--- src/rtl/seq_pkg.sv ---
// Shared types and constants for the program load-and-run sequencer.
// The optional load checksum is enabled by defining SEQ_LOAD_CHECKSUM_EN.
package seq_pkg;

  typedef enum logic [2:0] {
    ST_IDLE,
    ST_LOAD,
    ST_RELEASE,
    ST_RUN,
    ST_DONE
  } seq_state_e;

  localparam int SEQ_ADDR_W = 7;
  localparam int SEQ_DATA_W = 32;

  // The computer's reset and enable are both active-low.
  localparam logic COMP_RST_ASSERT   = 1'b0;
  localparam logic COMP_RST_DEASSERT = 1'b1;
  localparam logic COMP_EN_RUN       = 1'b0;
  localparam logic COMP_EN_FREEZE    = 1'b1;

endpackage

--- src/rtl/edge_detect_rise.sv ---
// Registered rising-edge detector: a one-cycle pulse on rise_o one clock after sig_i rises.
module edge_detect_rise (
  input  logic clk,
  input  logic reset_sm,
  input  logic sig_i,
  output logic rise_o
);

  logic prev_q;
  logic rise_q;

  always_ff @(posedge clk or negedge reset_sm) begin
    if (!reset_sm) begin
      prev_q <= 1'b0;
      rise_q <= 1'b0;
    end else begin
      prev_q <= sig_i;
      rise_q <= sig_i & ~prev_q;
    end
  end

  assign rise_o = rise_q;

endmodule

--- src/rtl/program_run_sequencer.sv ---
// Streams a program into instruction memory with the computer held in reset, then runs it
// for a bounded budget or single-steps it. Define SEQ_LOAD_CHECKSUM_EN for the load checksum.
module program_run_sequencer
  import seq_pkg::*;
#(
  parameter int ADDR_W    = SEQ_ADDR_W,
  parameter int DATA_W    = SEQ_DATA_W,
  parameter int MAX_INSTR = 128,
  parameter int CYC_W     = 16
) (
  input  logic              clk,
  input  logic              reset_sm,
  input  logic              start,
  input  logic              in_valid,
  output logic              in_ready,
  input  logic [DATA_W-1:0] in_data,
  input  logic              in_last,
  input  logic              step_mode,
  input  logic              step_req,
  input  logic [CYC_W-1:0]  run_limit,
  input  logic              halt,
  output logic              comp_rst,
  output logic              comp_en,
  output logic              wr_instr_en,
  output logic [ADDR_W-1:0] wr_instr_addr,
  output logic [DATA_W-1:0] wr_instr,
  output logic [ADDR_W:0]   n_loaded,
  output logic              busy,
  output logic              done,
  output logic              halted,
  output logic              error,
  output logic [DATA_W-1:0] checksum
);

  localparam logic [ADDR_W:0]  MaxCnt = MAX_INSTR[ADDR_W:0];
  localparam logic [ADDR_W:0]  CntOne = {{ADDR_W{1'b0}}, 1'b1};
  localparam logic [CYC_W-1:0] CycOne = {{(CYC_W-1){1'b0}}, 1'b1};

  seq_state_e        state_q, state_d;
  logic [ADDR_W:0]   count_q, count_d;
  logic [CYC_W-1:0]  cyc_q, cyc_d;
  logic [CYC_W-1:0]  limit_q, limit_d;
  logic              step_q, step_d;
  logic              comp_rst_q, comp_rst_d;
  logic              comp_en_q, comp_en_d;
  logic              in_ready_q, in_ready_d;
  logic              wr_en_q, wr_en_d;
  logic [ADDR_W-1:0] wr_addr_q, wr_addr_d;
  logic [DATA_W-1:0] wr_data_q, wr_data_d;
  logic [ADDR_W:0]   n_loaded_q, n_loaded_d;
  logic              busy_q, busy_d;
  logic              done_q, done_d;
  logic              halted_q, halted_d;
  logic              error_q, error_d;
  logic              step_rise;
  logic              start_fire;
  logic              beat;
  logic              run_exit;

  edge_detect_rise u_step_edge (
    .clk      (clk),
    .reset_sm (reset_sm),
    .sig_i    (step_req),
    .rise_o   (step_rise)
  );

  assign start_fire = start && ((state_q == ST_IDLE) || (state_q == ST_DONE));
  assign beat       = (state_q == ST_LOAD) && in_valid && in_ready_q;

  always_comb begin
    state_d    = state_q;
    count_d    = count_q;
    cyc_d      = cyc_q;
    limit_d    = limit_q;
    step_d     = step_q;
    comp_rst_d = comp_rst_q;
    comp_en_d  = comp_en_q;
    wr_en_d    = 1'b0;
    wr_addr_d  = wr_addr_q;
    wr_data_d  = wr_data_q;
    n_loaded_d = n_loaded_q;
    done_d     = done_q;
    halted_d   = halted_q;
    error_d    = error_q;
    run_exit   = 1'b0;

    case (state_q)
      ST_IDLE, ST_DONE: begin
        comp_en_d = COMP_EN_FREEZE;
        if (start_fire) begin
          state_d    = ST_LOAD;
          count_d    = '0;
          done_d     = 1'b0;
          halted_d   = 1'b0;
          error_d    = 1'b0;
          limit_d    = run_limit;
          step_d     = step_mode;
          comp_rst_d = COMP_RST_ASSERT;
        end
      end

      ST_LOAD: begin
        comp_rst_d = COMP_RST_ASSERT;
        comp_en_d  = COMP_EN_FREEZE;
        if (beat) begin
          wr_en_d   = 1'b1;
          wr_addr_d = count_q[ADDR_W-1:0];
          wr_data_d = in_data;
          count_d   = count_q + CntOne;
          if (in_last) begin
            state_d    = ST_RELEASE;
            n_loaded_d = count_q + CntOne;
          end
        end else if (in_valid && (count_q == MaxCnt)) begin
          // Program longer than memory: abort without ever releasing the computer.
          error_d    = 1'b1;
          done_d     = 1'b1;
          n_loaded_d = count_q;
          state_d    = ST_DONE;
        end
      end

      ST_RELEASE: begin
        comp_rst_d = COMP_RST_DEASSERT;
        comp_en_d  = COMP_EN_FREEZE;
        cyc_d      = '0;
        state_d    = ST_RUN;
      end

      ST_RUN: begin
        // Exit is only judged at the end of a cycle in which the computer was enabled.
        if (comp_en_q == COMP_EN_RUN) begin
          if (halt || ((limit_q != '0) && (cyc_q == limit_q - CycOne))) begin
            run_exit  = 1'b1;
            state_d   = ST_DONE;
            done_d    = 1'b1;
            halted_d  = halt;
            comp_en_d = COMP_EN_FREEZE;
          end else if (cyc_q != '1) begin
            cyc_d = cyc_q + CycOne;
          end
        end
        if (!run_exit) begin
          comp_en_d = (step_q && !step_rise) ? COMP_EN_FREEZE : COMP_EN_RUN;
        end
      end

      default: state_d = ST_IDLE;
    endcase

    in_ready_d = (state_d == ST_LOAD) && (count_d < MaxCnt);
    busy_d     = (state_d != ST_IDLE) && (state_d != ST_DONE);
  end

  always_ff @(posedge clk or negedge reset_sm) begin
    if (!reset_sm) begin
      state_q    <= ST_IDLE;
      count_q    <= '0;
      cyc_q      <= '0;
      limit_q    <= '0;
      step_q     <= 1'b0;
      comp_rst_q <= COMP_RST_ASSERT;
      comp_en_q  <= COMP_EN_FREEZE;
      in_ready_q <= 1'b0;
      wr_en_q    <= 1'b0;
      wr_addr_q  <= '0;
      wr_data_q  <= '0;
      n_loaded_q <= '0;
      busy_q     <= 1'b0;
      done_q     <= 1'b0;
      halted_q   <= 1'b0;
      error_q    <= 1'b0;
    end else begin
      state_q    <= state_d;
      count_q    <= count_d;
      cyc_q      <= cyc_d;
      limit_q    <= limit_d;
      step_q     <= step_d;
      comp_rst_q <= comp_rst_d;
      comp_en_q  <= comp_en_d;
      in_ready_q <= in_ready_d;
      wr_en_q    <= wr_en_d;
      wr_addr_q  <= wr_addr_d;
      wr_data_q  <= wr_data_d;
      n_loaded_q <= n_loaded_d;
      busy_q     <= busy_d;
      done_q     <= done_d;
      halted_q   <= halted_d;
      error_q    <= error_d;
    end
  end

`ifdef SEQ_LOAD_CHECKSUM_EN
  logic [DATA_W-1:0] sum_q;

  always_ff @(posedge clk or negedge reset_sm) begin
    if (!reset_sm) begin
      sum_q <= '0;
    end else if (start_fire) begin
      sum_q <= '0;
    end else if (beat) begin
      sum_q <= sum_q + in_data;
    end
  end

  assign checksum = sum_q;
`else
  assign checksum = '0;
`endif

  assign comp_rst      = comp_rst_q;
  assign comp_en       = comp_en_q;
  assign in_ready      = in_ready_q;
  assign wr_instr_en   = wr_en_q;
  assign wr_instr_addr = wr_addr_q;
  assign wr_instr      = wr_data_q;
  assign n_loaded      = n_loaded_q;
  assign busy          = busy_q;
  assign done          = done_q;
  assign halted        = halted_q;
  assign error         = error_q;

endmodule

--- config.mk ---
export PLATFORM = sky130hd
export DESIGN_NAME = program_run_sequencer
export DESIGN_NICKNAME = d
export VERILOG_FILES = /design/src/rtl/seq_pkg.sv /design/src/rtl/edge_detect_rise.sv /design/src/rtl/program_run_sequencer.sv
export SDC_FILE = /design/constraint.sdc
export NUM_CORES = 1
export LEC_CHECK = 0
export ABC_AREA = 0
export ABC_CLOCK_PERIOD_IN_PS = 4800
export CORE_ASPECT_RATIO = 0.7
export CORE_MARGIN = 2
export CORE_UTILIZATION = 40
export DETAILED_ROUTE_END_ITERATION = 16
export GPL_TIMING_DRIVEN = 1
export PLACE_DENSITY = 0.75
export SLEW_MARGIN = 40
export SYNTH_ARGS = -nofsm -noshare
export SYNTH_HDL_FRONTEND = slang
export SYNTH_HIERARCHICAL = 1
export SYNTH_SLANG_ARGS = --single-unit
--- constraint.sdc ---
create_clock -name clk -period 4.8 [get_ports clk]
set_input_delay 0.96 -clock clk [delete_from_list [all_inputs] [get_ports clk]]
set_output_delay 0.96 -clock clk [all_outputs]
set_load 0.005 [all_outputs]
Word level (Yosys, flattened, before mapping):

Index checks and enable logic that the tools add are counted.

* add/subtract/negate cells: 3
* $mul: 0
* div/mod/pow operators: 0
* magnitude comparators: 1
* equal/unequal tests: 17
* shift-type cells: 0
* multiplexer cells: 37
* bitwise logic cells: 2
* reductions and logical operators: 31

Operator list (count)
* $mux 16: 3
* $mux 8: 5
* $pmux 16 s2: 1
* $mux 3: 6
* $add 16x1->16 const B: 1
* $eq 16x16->1: 1
* $ne 16x16->1 const B: 1
* $pmux 8 s2: 1
* $reduce_bool 16->1: 1
* $sub 16x1->16 const B: 1
* $mux 1: 15
* $ne 2x2->1 const B: 7
* $pmux 3 s4: 1
* $reduce_and 4->1: 3
* $reduce_bool 2->1: 5
* $reduce_bool 3->1: 3
* $add 8x1->8 const B: 1
* $eq 8x8->1 const B: 1
* $logic_and 1x1->1: 8
* $lt 8x8->1 const B: 1
* $eq 3x1->1 const B: 2
* $eq 3x2->1 const B: 2
* $pmux 1 s2: 3
* $pmux 1 s3: 2
* 13 further kinds: 16

* bits in registers: 101
* bits in latches: 0
* memory bits (writable): 0
* ROM bits: 0
* output and inout port bits: 87
* memories: 0

Longest topological paths before layout:

* word-level depth: 9
* mapped depth: 12

By module:

Netlist, hierarchy kept.

Modules (own cells, without submodules)
* program_run_sequencer: times used 1, cells each 572, area each 5049.8 um2
* edge_detect_rise: times used 1, cells each 3, area each 63.8 um2

Least setup slack after synthesis:

OpenSTA, ideal clock, no wires.

* kind: reg2reg
* start point: reg limit_q[3]
* end point: reg cyc_q[0]
* setup time: 0.125 ns
* arrival time: 2.583 ns
* required time: 4.675 ns
* setup slack: 2.092 ns
* cell stages (with the launch flop): 11
* clock period less this slack: 2.708 ns
* path through: dfrtp_1 buf_2 or4_1 nor4_2 xnor2_1 o211ai_1 or3_2 o21bai_2 buf_2 nor3_1 mux2_2

* word-level cells in the longest chain between the ends: 6
* elaborated cells on any way between the ends: 7

RTL lines
* from (decl): RTL line program_run_sequencer.sv:42 `logic [CYC_W-1:0] limit_q, limit_d;`
* from (signal assigned): RTL line program_run_sequencer.sv:177 `limit_q <= limit_d;`
* $sub 16x1->16: RTL line program_run_sequencer.sv:133 `if (halt || ((limit_q != '0) && (cyc_q == limit_q - CycOne))) begin`
* $eq 16x16->1: RTL line program_run_sequencer.sv:133
* $logic_and 1x1->1 (*): RTL line program_run_sequencer.sv:133
* $logic_or 1x1->1 (*): RTL line program_run_sequencer.sv:133
* $ne 2x2->1 (no source line) (*)
* $reduce_and 4->1 (no source line) (*)
* to (signal assigned): RTL line program_run_sequencer.sv:176 `cyc_q <= cyc_d;`
* to (decl): RTL line program_run_sequencer.sv:41 `logic [CYC_W-1:0] cyc_q, cyc_d;`

Every way passes the cells marked *; elsewhere a longest branch is shown, timed or not.
A chain may end at the register's enable or synchronous reset.

Final worst setup path:

* start point: reg limit_q[0]
* end point: reg busy_q (netlist: busy)

* word-level cells in the longest chain between the ends: 9
* elaborated cells on any way between the ends: 11

RTL lines
* $sub 16x1->16: RTL line program_run_sequencer.sv:133
* $eq 16x16->1: RTL line program_run_sequencer.sv:133
* $logic_and 1x1->1 (*): RTL line program_run_sequencer.sv:133
* $logic_or 1x1->1 (*): RTL line program_run_sequencer.sv:133
* $mux 3 (*): RTL line program_run_sequencer.sv:133
* $mux 3 (*): RTL line program_run_sequencer.sv:132 `if (comp_en_q == COMP_EN_RUN) begin`
* $pmux 3 s4 (*): RTL line program_run_sequencer.sv:87 `case (state_q)`
* $ne 3x3->1 or $reduce_bool 3->1 (tied branches): RTL line program_run_sequencer.sv:152 `busy_d = (state_d != ST_IDLE) && (state_d != ST_DONE);`
* $logic_and 1x1->1 (*): RTL line program_run_sequencer.sv:152
* via busy_d: RTL line program_run_sequencer.sv:51 `logic busy_q, busy_d;`
* to (signal assigned): RTL line program_run_sequencer.sv:186 `busy_q <= busy_d;`
* to (decl): RTL line program_run_sequencer.sv:51

Mark *: on every way through the listed nets, which the timed path passes. The rest lies on a longest branch.

==> flow_metrics.tcl <==
set metrics [dict create \
    max_cap_viols 0 \
    clock_skew_ns 0.0113 \
    dieHeight_um 98.6 \
    numClockSinks 101 \
    clk_pin_slew_worst_paths_ns 0.07 \
    largest_net_degree_at_the_start_of_global_routing 69 \
    r2r_setup_slack_ns 1.46 \
    globalplace.congestion 0.817 \
    synthCells 575 \
    power.share.clock_pct 23.2 \
    yosys.area.top_type_share_pct 48.9 \
    pre_cts_slack_ns 1.16 \
    yosysTopAreaCell "sky130_fd_sc_hd__dfrtp_1" \
    diodes 0 \
    synth-edff-count 0 \
    max_slew.worst_pin.slew_ns 0.757 \
    fin_setup_tns_ns 0 \
    via_count_of_the_first_global_routing_pass 4161 \
    mostFrequentLayoutCell "sky130_fd_sc_hd__nand2_1" \
    cts_root_buf "sky130_fd_sc_hd__clkbuf_16" \
    overflow 0 \
    reg2regPathDepth 10 \
    netlist_area_mm2 0.00511 \
    grt_use_total_pct 18.7 \
    drcViolationCount 0 \
    finalSetupViolations 0 \
    holdPathEnd "u_step_edge/rise_o" \
    timing.critical_path.arrival_ns 3.56 \
    seq_area_mm2 0.00253 \
    worst_slew_margin_rel_pct 49.5 \
    power-per-cell-area_mw_per_mm2 537 \
    critPathMaxFanout 13 \
    timing_max_transition_violations_final 0 \
    nets 731 \
    outcome "finished, final reports clean" \
    holdCritPathClass "reg -> reg" \
    postSynthAreaPerCell_um2 8.89 \
    switching_share_pct 35.4 \
    rsz0062_at_grt "false" \
    postLayoutSetupSlackWorst_ns 1.46 \
    post-route-period-util_pct 69.6 \
    cts_made_buffers 9 \
    sequential_power_share_pct 39.8 \
    worst-endpoint-required_ns 5.02 \
    wirelength_um 12500 \
    worst_skew_pair.late_latency_ns 0.36 \
    num_rows 34 \
    internal_power_mw 2.27 \
    worst_hold_startpoint "u_step_edge/prev_q" \
    areaGrowthSynthToFinish_pct 27.9 \
    r2r_end "busy" \
    floorplan.initialDensity_pct 41.0 \
    hold_depth 1 \
    number_of_hold_slack_violations_in_the_final_timing_report 0 \
    cts.path.max_buffers 2 \
    yosys.cell_types.count 56 \
    hpwlAfterDp_um 8950 \
    fillers 1105 \
    synth.ff_latch_count 101 \
    ctsHoldBuffers 0 \
    postCtsSetupBuffers 0 \
    topRoutingLayerUsed "met4" \
    grt_pass1_wl_um 20700 \
    drtIter0Drc 332 \
    portBuffers 110 \
    synthTopCellsByArea "sky130_fd_sc_hd__dfrtp_1 (49%), sky130_fd_sc_hd__nand2_1 (14%), sky130_fd_sc_hd__buf_4 (4.8%)" \
    wl_met3_um 749 \
    cp-start-kind "flop" \
    layout_common_cells "sky130_fd_sc_hd__nand2_1 (184), sky130_fd_sc_hd__clkdlybuf4s50_1 (109), sky130_fd_sc_hd__dfrtp_1 (100), sky130_fd_sc_hd__conb_1 (32), sky130_fd_sc_hd__a21oi_1 (25)" \
    number_of_antenna_violations_at_the_first_check_in_global_routing 0 \
    total_switching_power_mw 1.24 \
    comb_power_share_pct 37.0 \
    synthesis.yosys.warnings 6 \
    post_cts_resize_count 0 \
    fmax_ghz 0.299 \
    reg2reg_from "limit_q[0]" \
    via_per_inst 5.07 \
    fraction_of_final_layout_cells_sized_beyond_drive_strength_1_pct 5.62 \
    cts_htree_levels 3 \
    asyncSetResetFlopFracSynth_pct 100 \
    drt-pass1-iter-count 5 \
    floorplan_core_area_mm2 0.0125 \
    dr_wl_met2_um 5510 \
    ys.flop_type "sky130_fd_sc_hd__dfrtp_1" \
    post-route-min-period_ns 3.34 \
    detail_route.wirelength.met1_um 6110 \
    die_area_mm2 0.0137 \
    cellLeakagePower_nw 2.95 \
    die_width_um 139 \
    multi_input_area_mm2 0.00231 \
    crit_type "reg -> reg" \
    i_o_pins 143 \
    number_of_nets_with_antenna_violations_after_detailed_routing 0 \
    avgRoutedWirePerCell_um 14.9 \
    via_count 4252 \
    timing.critical_path.to_type "flop" \
    synth.yosys.seq_area_share_pct 49.4 \
    worst_ir_drop_vdd_mv 0.239 \
    tritoncts "built" \
]
==> cells by family after synthesis <==
| group | after synthesis | share of synthesized area, % |
|---|---|---|
| adders and majority gates | 4 | 0.979 |
| other | 1 | 0.0733 |
| and+or+nand+nor | 292 | 26.4 |
| DFF | 101 | 49.4 |
| AOI/OAI and AO/OA | 72 | 8.91 |
| buffers and inverters | 69 | 7.85 |
| muxes | 7 | 1.39 |
| xor gates and xnor gates | 29 | 4.97 |
==> power by group through the flow <==
| stage | registers, mW | clock network (mW) | logic (mW) |
|---|---|---|---|
| 2_1_floorplan | 1.34 | 0 | 0.735 |
| 3_3_place_gp | 1.40 | 0 | 1.26 |
| 3_5_place_dp | 1.41 | 0 | 1.30 |
| 4_1_cts | 1.40 | 0.826 | 1.31 |
| 5_1_grt | 1.44 | 0.866 | 1.45 |
| 6_report | 1.40 | 0.815 | 1.30 |
==> synthesized netlist by cell type, types with 2 or more instances <==
cell type / n
sky130_fd_sc_hd__and3_1: 4
sky130_fd_sc_hd__nor4b_1: 2
sky130_fd_sc_hd__nor4_1: 2
sky130_fd_sc_hd__nor3_1: 9
sky130_fd_sc_hd__a31oi_1: 4
sky130_fd_sc_hd__mux2i_1: 6
sky130_fd_sc_hd__or4_1: 13
sky130_fd_sc_hd__and2_1: 3
sky130_fd_sc_hd__nand2_1: 185
sky130_fd_sc_hd__a21o_1: 4
sky130_fd_sc_hd__buf_4: 33
sky130_fd_sc_hd__or3_1: 2
sky130_fd_sc_hd__clkbuf_1: 18
sky130_fd_sc_hd__nand2b_1: 5
sky130_fd_sc_hd__o31ai_1: 13
sky130_fd_sc_hd__ha_1: 4
sky130_fd_sc_hd__o21ai_1: 3
sky130_fd_sc_hd__o21ai_0: 9
sky130_fd_sc_hd__nor4_2: 2
sky130_fd_sc_hd__nor2b_1: 2
sky130_fd_sc_hd__xor2_1: 8
sky130_fd_sc_hd__o211ai_1: 2
sky130_fd_sc_hd__nor3b_1: 4
sky130_fd_sc_hd__buf_1: 4
sky130_fd_sc_hd__nand4_1: 8
sky130_fd_sc_hd__nand3b_1: 2
sky130_fd_sc_hd__dfrtp_1: 100
sky130_fd_sc_hd__inv_1: 8
sky130_fd_sc_hd__nand3_1: 15
sky130_fd_sc_hd__buf_6: 2
sky130_fd_sc_hd__and3_4: 3
sky130_fd_sc_hd__a211oi_1: 2
sky130_fd_sc_hd__buf_2: 3
sky130_fd_sc_hd__a21oi_1: 25
sky130_fd_sc_hd__nor2_1: 25
sky130_fd_sc_hd__xnor2_1: 21
==> worst max-delay path: stages (launching register included) <==
cell                       delay, ns
sky130_fd_sc_hd__dfrtp_1        0.44
sky130_fd_sc_hd__inv_1          0.10
sky130_fd_sc_hd__ha_1           0.19
sky130_fd_sc_hd__nor3b_1        0.55
sky130_fd_sc_hd__nand4_1        0.27
sky130_fd_sc_hd__mux2i_1        0.23
sky130_fd_sc_hd__mux2i_1        0.09
sky130_fd_sc_hd__or3_2          0.47
sky130_fd_sc_hd__o21bai_2       0.45
sky130_fd_sc_hd__and3b_1        0.30
sky130_fd_sc_hd__o211ai_1       0.11
==> flip-flops by register name, indices dropped and copies added (netlist names), 3 cells and up <==
signal         cells
wr_instr          32
cyc_q             16
limit_q           16
count_q            8
n_loaded           8
wr_instr_addr      7
state_q            3
==> metal layers <==
layer	vias to the layer above	GRT usage, %
met5	-	0
met1	2033	27.3
met3	11	4.76
met2	149	28.4
met4	0	4.20
li1	2059	-
==> metrics by stage <==
stage          area [um2]  utilization, %  power (mW)  std cells  hold slack (ns)
4_1_cts              6540            52.4        3.54        838            0.453
2_1_floorplan        5230               -        2.07        606            0.429
6_report             6540            52.5        3.51        838            0.450
3_5_place_dp         6200            49.8        2.71        822            0.439
3_3_place_gp         6200            49.7        2.67        822            0.434
5_1_grt              6540            52.5        3.76        838            0.472
==> worst max-delay path by stage <==
stage	from	end	slack, ns	depth (start not counted)
after floorplan	limit_q[3]	cyc_q[0]	2.09	10
after global placement	in_valid	n_loaded[6]	1.31	9
after detailed placement	in_valid	n_loaded[6]	1.16	9
after CTS	limit_q[0]	busy	1.49	10
after global routing	state_q[0]	n_loaded[6]	1.16	9
final	limit_q[0]	busy	1.46	10
==> area by class of cell <==
class,instances,share of cell area (%)
Tap cell,162,3.10
Multi-Input combinational cell,436,35.3
Timing Repair Buffer,114,17.3
Sequential cell,101,38.7
Clock inverter,7,1.63
Inverter,9,0.517
Clock buffer,9,3.44
(Power assumes the default switching activity.)
